$ cat config.mk
export PLATFORM = sky130hd
export DESIGN_NAME = ex_result_stage
export DESIGN_NICKNAME = d
export VERILOG_FILES = /design/src/rtl/risc_pkg.sv /design/src/rtl/skid_slot2.sv /design/src/rtl/ex_result_stage.sv
export SDC_FILE = /design/constraint.sdc
export NUM_CORES = 1
export LEC_CHECK = 0
export ABC_AREA = 1
export CAP_MARGIN = 20
export CELL_PAD_IN_SITES_DETAIL_PLACEMENT = 1
export CELL_PAD_IN_SITES_GLOBAL_PLACEMENT = 1
export CORE_MARGIN = 4
export CORE_UTILIZATION = 37
export CTS_BUF_LIST = sky130_fd_sc_hd__clkbuf_4
export DETAILED_ROUTE_END_ITERATION = 12
export GPL_TIMING_DRIVEN = 0
export PLACE_DENSITY_LB_ADDON = 0.12
export SLEW_MARGIN = 20
export SYNTH_ARGS = -nofsm -noshare
export SYNTH_HDL_FRONTEND = slang
export SYNTH_HIERARCHICAL = 1
export SYNTH_SLANG_ARGS = --single-unit
$ cat constraint.sdc
create_clock -name clk -period 3.8 [get_ports clk]
set_input_delay 0.95 -clock clk [delete_from_list [all_inputs] [get_ports clk]]
set_output_delay 0.95 -clock clk [all_outputs]
set_load 0.05 [all_outputs]
$ cat src/rtl/risc_pkg.sv
// Shared types and widths for the RISC execute/writeback path.
// Holds datapath defaults, the EX result bundle and diff-result helpers.
package risc_pkg;

    localparam int DW     = 32;
    localparam int RW     = 5;
    localparam int DIFF_W = 6;

    typedef struct packed {
        logic [DW-1:0] result;
        logic [RW-1:0] rd;
        logic          we;
        logic          setflags;
        logic          eq;
        logic          cout;
    } ex_result_t;

    // The diff unit produces a DIFF_W-bit index, zero-extended onto the datapath.
    function automatic logic [DW-1:0] diff_ext(input logic [DIFF_W-1:0] d);
        return {{(DW - DIFF_W){1'b0}}, d};
    endfunction

endpackage

$ cat src/rtl/skid_slot2.sv
// Generic 2-entry valid/ready buffer with main and skid slots.
// in_ready depends only on flops, breaking the upstream ready path.
module skid_slot2 #(
    parameter int W = 8
) (
    input  logic         clk,
    input  logic         rst,
    input  logic         i_clr,
    input  logic         in_valid,
    output logic         in_ready,
    input  logic [W-1:0] in_data,
    output logic         out_valid,
    input  logic         out_ready,
    output logic [W-1:0] out_data,
    output logic [1:0]   occupancy
);

    logic         r_main_v;
    logic         r_skid_v;
    logic [W-1:0] r_main_d;
    logic [W-1:0] r_skid_d;
    logic         w_acc;
    logic         w_pop;

    assign in_ready  = ~r_skid_v;
    assign out_valid = r_main_v;
    assign out_data  = r_main_d;
    assign occupancy = {r_main_v & r_skid_v, r_main_v ^ r_skid_v};

    assign w_acc = in_valid & ~r_skid_v & ~i_clr;
    assign w_pop = r_main_v & out_ready;

    always_ff @(posedge clk or posedge rst) begin
        if (rst) begin
            r_main_v <= 1'b0;
            r_skid_v <= 1'b0;
            r_main_d <= '0;
            r_skid_d <= '0;
        end else if (i_clr) begin
            r_main_v <= 1'b0;
            r_skid_v <= 1'b0;
        end else if (w_acc && (!r_main_v || w_pop)) begin
            // Skid is necessarily empty here, so main is the FIFO head.
            r_main_v <= 1'b1;
            r_main_d <= in_data;
        end else if (w_acc) begin
            r_skid_v <= 1'b1;
            r_skid_d <= in_data;
        end else if (w_pop) begin
            r_main_v <= r_skid_v;
            r_main_d <= r_skid_v ? r_skid_d : r_main_d;
            r_skid_v <= 1'b0;
        end
    end

endmodule

$ cat src/rtl/ex_result_stage.sv
// Execute-to-writeback stage: skid-buffered ALU result plus the
// architectural eq/carry flag register, with synchronous flush.
module ex_result_stage
    import risc_pkg::*;
#(
    parameter int DW = risc_pkg::DW,
    parameter int RW = risc_pkg::RW
) (
    input  logic          clk,
    input  logic          rst,
    input  logic          flush,
    input  logic          in_valid,
    output logic          in_ready,
    input  logic [DW-1:0] in_result,
    input  logic [RW-1:0] in_rd,
    input  logic          in_we,
    input  logic          in_setflags,
    input  logic          in_eq,
    input  logic          in_cout,
    output logic          out_valid,
    input  logic          out_ready,
    output logic [DW-1:0] out_result,
    output logic [RW-1:0] out_rd,
    output logic          out_we,
    output logic          eq_flag,
    output logic          carry_flag,
    output logic [1:0]    occupancy
);

    localparam int PW = DW + RW + 1;

    logic [PW-1:0] w_in_data;
    logic [PW-1:0] w_out_data;
    logic          w_acc;
    logic          r_eq;
    logic          r_carry;

    assign w_in_data = {in_result, in_rd, in_we};
    assign w_acc     = in_valid & in_ready & ~flush;

    skid_slot2 #(
        .W(PW)
    ) u_buf (
        .clk       (clk),
        .rst       (rst),
        .i_clr     (flush),
        .in_valid  (in_valid),
        .in_ready  (in_ready),
        .in_data   (w_in_data),
        .out_valid (out_valid),
        .out_ready (out_ready),
        .out_data  (w_out_data),
        .occupancy (occupancy)
    );

    assign out_result = w_out_data[PW-1 -: DW];
    assign out_rd     = w_out_data[RW:1];
    assign out_we     = w_out_data[0] & out_valid;

    // Flags commit at acceptance so branches see them one cycle after handoff.
    always_ff @(posedge clk or posedge rst) begin
        if (rst) begin
            r_eq    <= 1'b0;
            r_carry <= 1'b0;
        end else if (w_acc && in_setflags) begin
            r_eq    <= in_eq;
            r_carry <= in_cout;
        end
    end

    assign eq_flag    = r_eq;
    assign carry_flag = r_carry;

endmodule
==> out/qor.csv <==
stage,metric,value,unit
status,status,"complete, no violations",
clocking,post-cts gate resize count,0,
global_routing,vias in the first global route,3394,
route,DRC viols,0,
clocking,clock tree buffer depth,2,
synthesis,post-synthesis compound-gate area fraction,0.214,%
setup_path,critical path's slowest cell,clkdlybuf4s50_1,
route,Antenna Nets Post-Route,0,
synthesis,register bit count reported by yosys,80,
setup_path,worst path cell trace,ha_1 -> clkdlybuf4s50_1,
sta,worst slew pin tran,0.559,ns
synthesis,"FFs w/ async S/R, synth",100,%
sta,Fin Hold WS,0.483,ns
sta,Worst slew margin,62.7,%
floorplanning,I/O Pins,90,
synthesis,Post-Synth Simple-Gate Area,36.6,%
global_routing,initial antenna violation count,0,
setup_path,critical path buffer and inverter count,1,
floorplanning,row count,35,
placed_design,dpl ws,1.09,ns
finish,Layout area overhead,34.0,%
sta,skew final,0.00816,ns
synthesis,mux contribution to synthesized area,0,%
synthesis,"EDFF count, synth",0,
sta,final number of max-transition violations,0,
flow_run,max cap viols,0,
finish,nets@finish,558,
power,Power Total,2.36,mW
finish,cell area after layout,0.00470,mm2
sta,Max Fclk,0.338,GHz
synthesis,adder-cell share of the synthesized area,0.357,%
synthesis,largest family of logic cells by synthesized area,simple AND/OR/NAND/NOR gates,
synthesis,post-synthesis cell area,0.00351,mm2
finish,layout cells sized above 1,7.59,%
power,PwrDens,503,mW/mm2
global_routing,grt ovf,0,
clocking,clk sink count,80,
sta,Setup TNS,0,ns
sta,setup repair after global routing missed its margin,no,
clocking,"Clk Latency, worst-skew pair",0.42,ns
global_routing,largest net degree at the start of global routing,43,
setup_path,Critical Path AT,2.01,ns
sta,final setup violation count,0,
synthesis,Mean Syn Cell Area,8.56,um2
setup_path,Worst Setup Start Kind,flop,
sta,period utilization,77.9,%
synthesis,post-synthesis cell type count,14,
route,Detailed Route WL,10200,um
route,drt via density,5.04,
placed_design,# port buffers,89,
clocking,Num CTS Buffers,9,
setup_path,Worst Path Required,2.85,ns
setup_path,crit path max fanout,6,
global_routing,wire length of the first global-routing pass,17000,um
clocking,H-tree depth,3,
worst_hold_path,hold crit path type,reg -> reg,
placed_design,DP HPWL,7170,um
sta,post-layout min period,2.96,ns
placed_design,dpl cell area,0.00458,mm2
setup_path,crit path capture type,output port,
synthesis,"Top FF cell, synth",dfrtp_1,
floorplanning,chip width,105,um
synthesis,Syn Nets,457,
synthesis,post-synthesis sequential area ratio,57.0,%
synthesis,Post-Synthesis Cells,410,
floorplanning,Die Height,105,um
floorplanning,Starting Density,38.0,%
route,first drt pass iteration count,4,
clocking,Root Driver,clkbuf_4,
clocking,"Setup Fix Bufs, Post-CTS",0,
route,Detailed Route Iter0 Violations,88,
setup_path,"CP delay by family, top",buffers and inverters,
placed_design,GPL Wtd Cong,0.773,
clocking,hold buffers post-CTS,0,
clocking,"Clk pin slew, worst setup/hold paths",0.12,ns
setup_path,Setup CP Type,reg -> out,
global_routing,All-Layer GR Usage,19.0,%
synthesis,YS warnings,6,
synthesis,XOR/XNOR Fraction of Synth Area,0,%
power,P_leak,2.27,nW
setup_path,Max stage delay on crit path,0.79,ns
sta,Setup WS post-layout,0.838,ns
route,wire per inst,15.9,um
route,vias,3239,
floorplanning,Core Region,0.00924,mm2
clocking,CTS tree,built,
floorplanning,Die Area,0.0111,mm2
sta,Hold Fails Final Rpt,0,
finish,Ant. Diodes,0,
power,peak supply drop,235,uV
==> stage by stage <==
step / util, % / instances
finish: 50.9 / 643
detailed placement: 49.6 / 629
floorplan: - / 410
global route: 50.9 / 643
global placement: 49.4 / 628
CTS: 50.9 / 643
==> cells by family after synthesis <==
family                     after synthesis
AOI/OAI and AO/OA                        1
adders and majority gates                1
DFF                                     80
buffers and inverters                   43
and+or+nand+nor                        285
==> flip-flops by register name (all words and copies together) (netlist names) <==
register / count
u_buf/out_data: 38
u_buf/r_skid_d: 38
carry_flag: 1
eq_flag: 1
u_buf/out_valid: 1
u_buf/r_skid_v: 1
==> cell type report <==
cell class                      instances  area [um2]
Buffer                                 32         163
Clock buffer                            9        67.6
Clock inverter                          5        50.0
Fill cell                            1111        4540
Inverter                               11        43.8
Multi-Input combinational cell        287        1300
Sequential cell                        80        2000
Tap cell                              129         161
Timing Repair Buffer                   90         911
==> placed cells by master (no fill, tap or decap) <==
master             n
buf_12             1
buf_2             13
buf_4              7
bufinv_16          1
clkbuf_1          12
clkbuf_4           9
clkdlybuf4s50_1   89
clkinv_2           4
dfrtp_1           80
ha_1               1
inv_1             10
inv_4              1
nand2_1          124
nand2_2            1
nand3_1          156
nand4_1            1
nor2_1             1
nor2_4             1
nor3_2             1
o211ai_1           1
==> per-layer routing <==
layer  track usage (%)  part of all wire, %  up-vias  routed length (um)
li1                  -                    -     1556                   -
met1              25.0                   46     1608                4720
met2              32.4                   48       68                4940
met3              4.35                  4.5        7                 462
met4              3.37                 0.74        0                  75
met5                 0                    0        -                   0
==> where the power goes <==
group / total (mW) / internal, mW / switching [mW]
registers: 1.14 / 1.03 / 0.104
logic: 0.759 / 0.269 / 0.490
clock network: 0.466 / 0.189 / 0.277
total: 2.36 / 1.49 / 0.871
==> path summary, 6_finish.rpt <==
check / endpoint / startpoint / cells after the start / slack [ns]
max: occupancy[0] / u_buf/out_valid / 2 / 0.84
min: u_buf/r_skid_d[34] / u_buf/r_skid_d[34] / 2 / 0.48
max reg2reg: u_buf/out_data[13] / u_buf/out_valid / 6 / 2.14
min reg2reg: u_buf/r_skid_d[34] / u_buf/r_skid_d[34] / 2 / 0.48
max in group asynchronous: u_buf/out_data[12] / rst / 3 / 2.24
min in group asynchronous: eq_flag / rst / 2 / 0.76
==> Yosys cell counts, types with 7 or more instances <==
| library cell | count | area [um2] |
|---|---|---|
| buf_2 | 13 | 65.1 |
| buf_4 | 7 | 52.6 |
| clkbuf_1 | 12 | 45.0 |
| dfrtp_1 | 80 | 2000 |
| inv_1 | 11 | 41.3 |
| nand2_1 | 124 | 465 |
| nand3_1 | 156 | 781 |
==> worst reg2reg max path, cell delays in order (launching register included) <==
cell and delay, ns:
dfrtp_1 0.50, nand2_1 0.19, nand3_1 0.18, buf_2 0.26
buf_2 0.28, nand3_1 0.11, nand3_1 0.09
(Power assumes the default switching activity.)
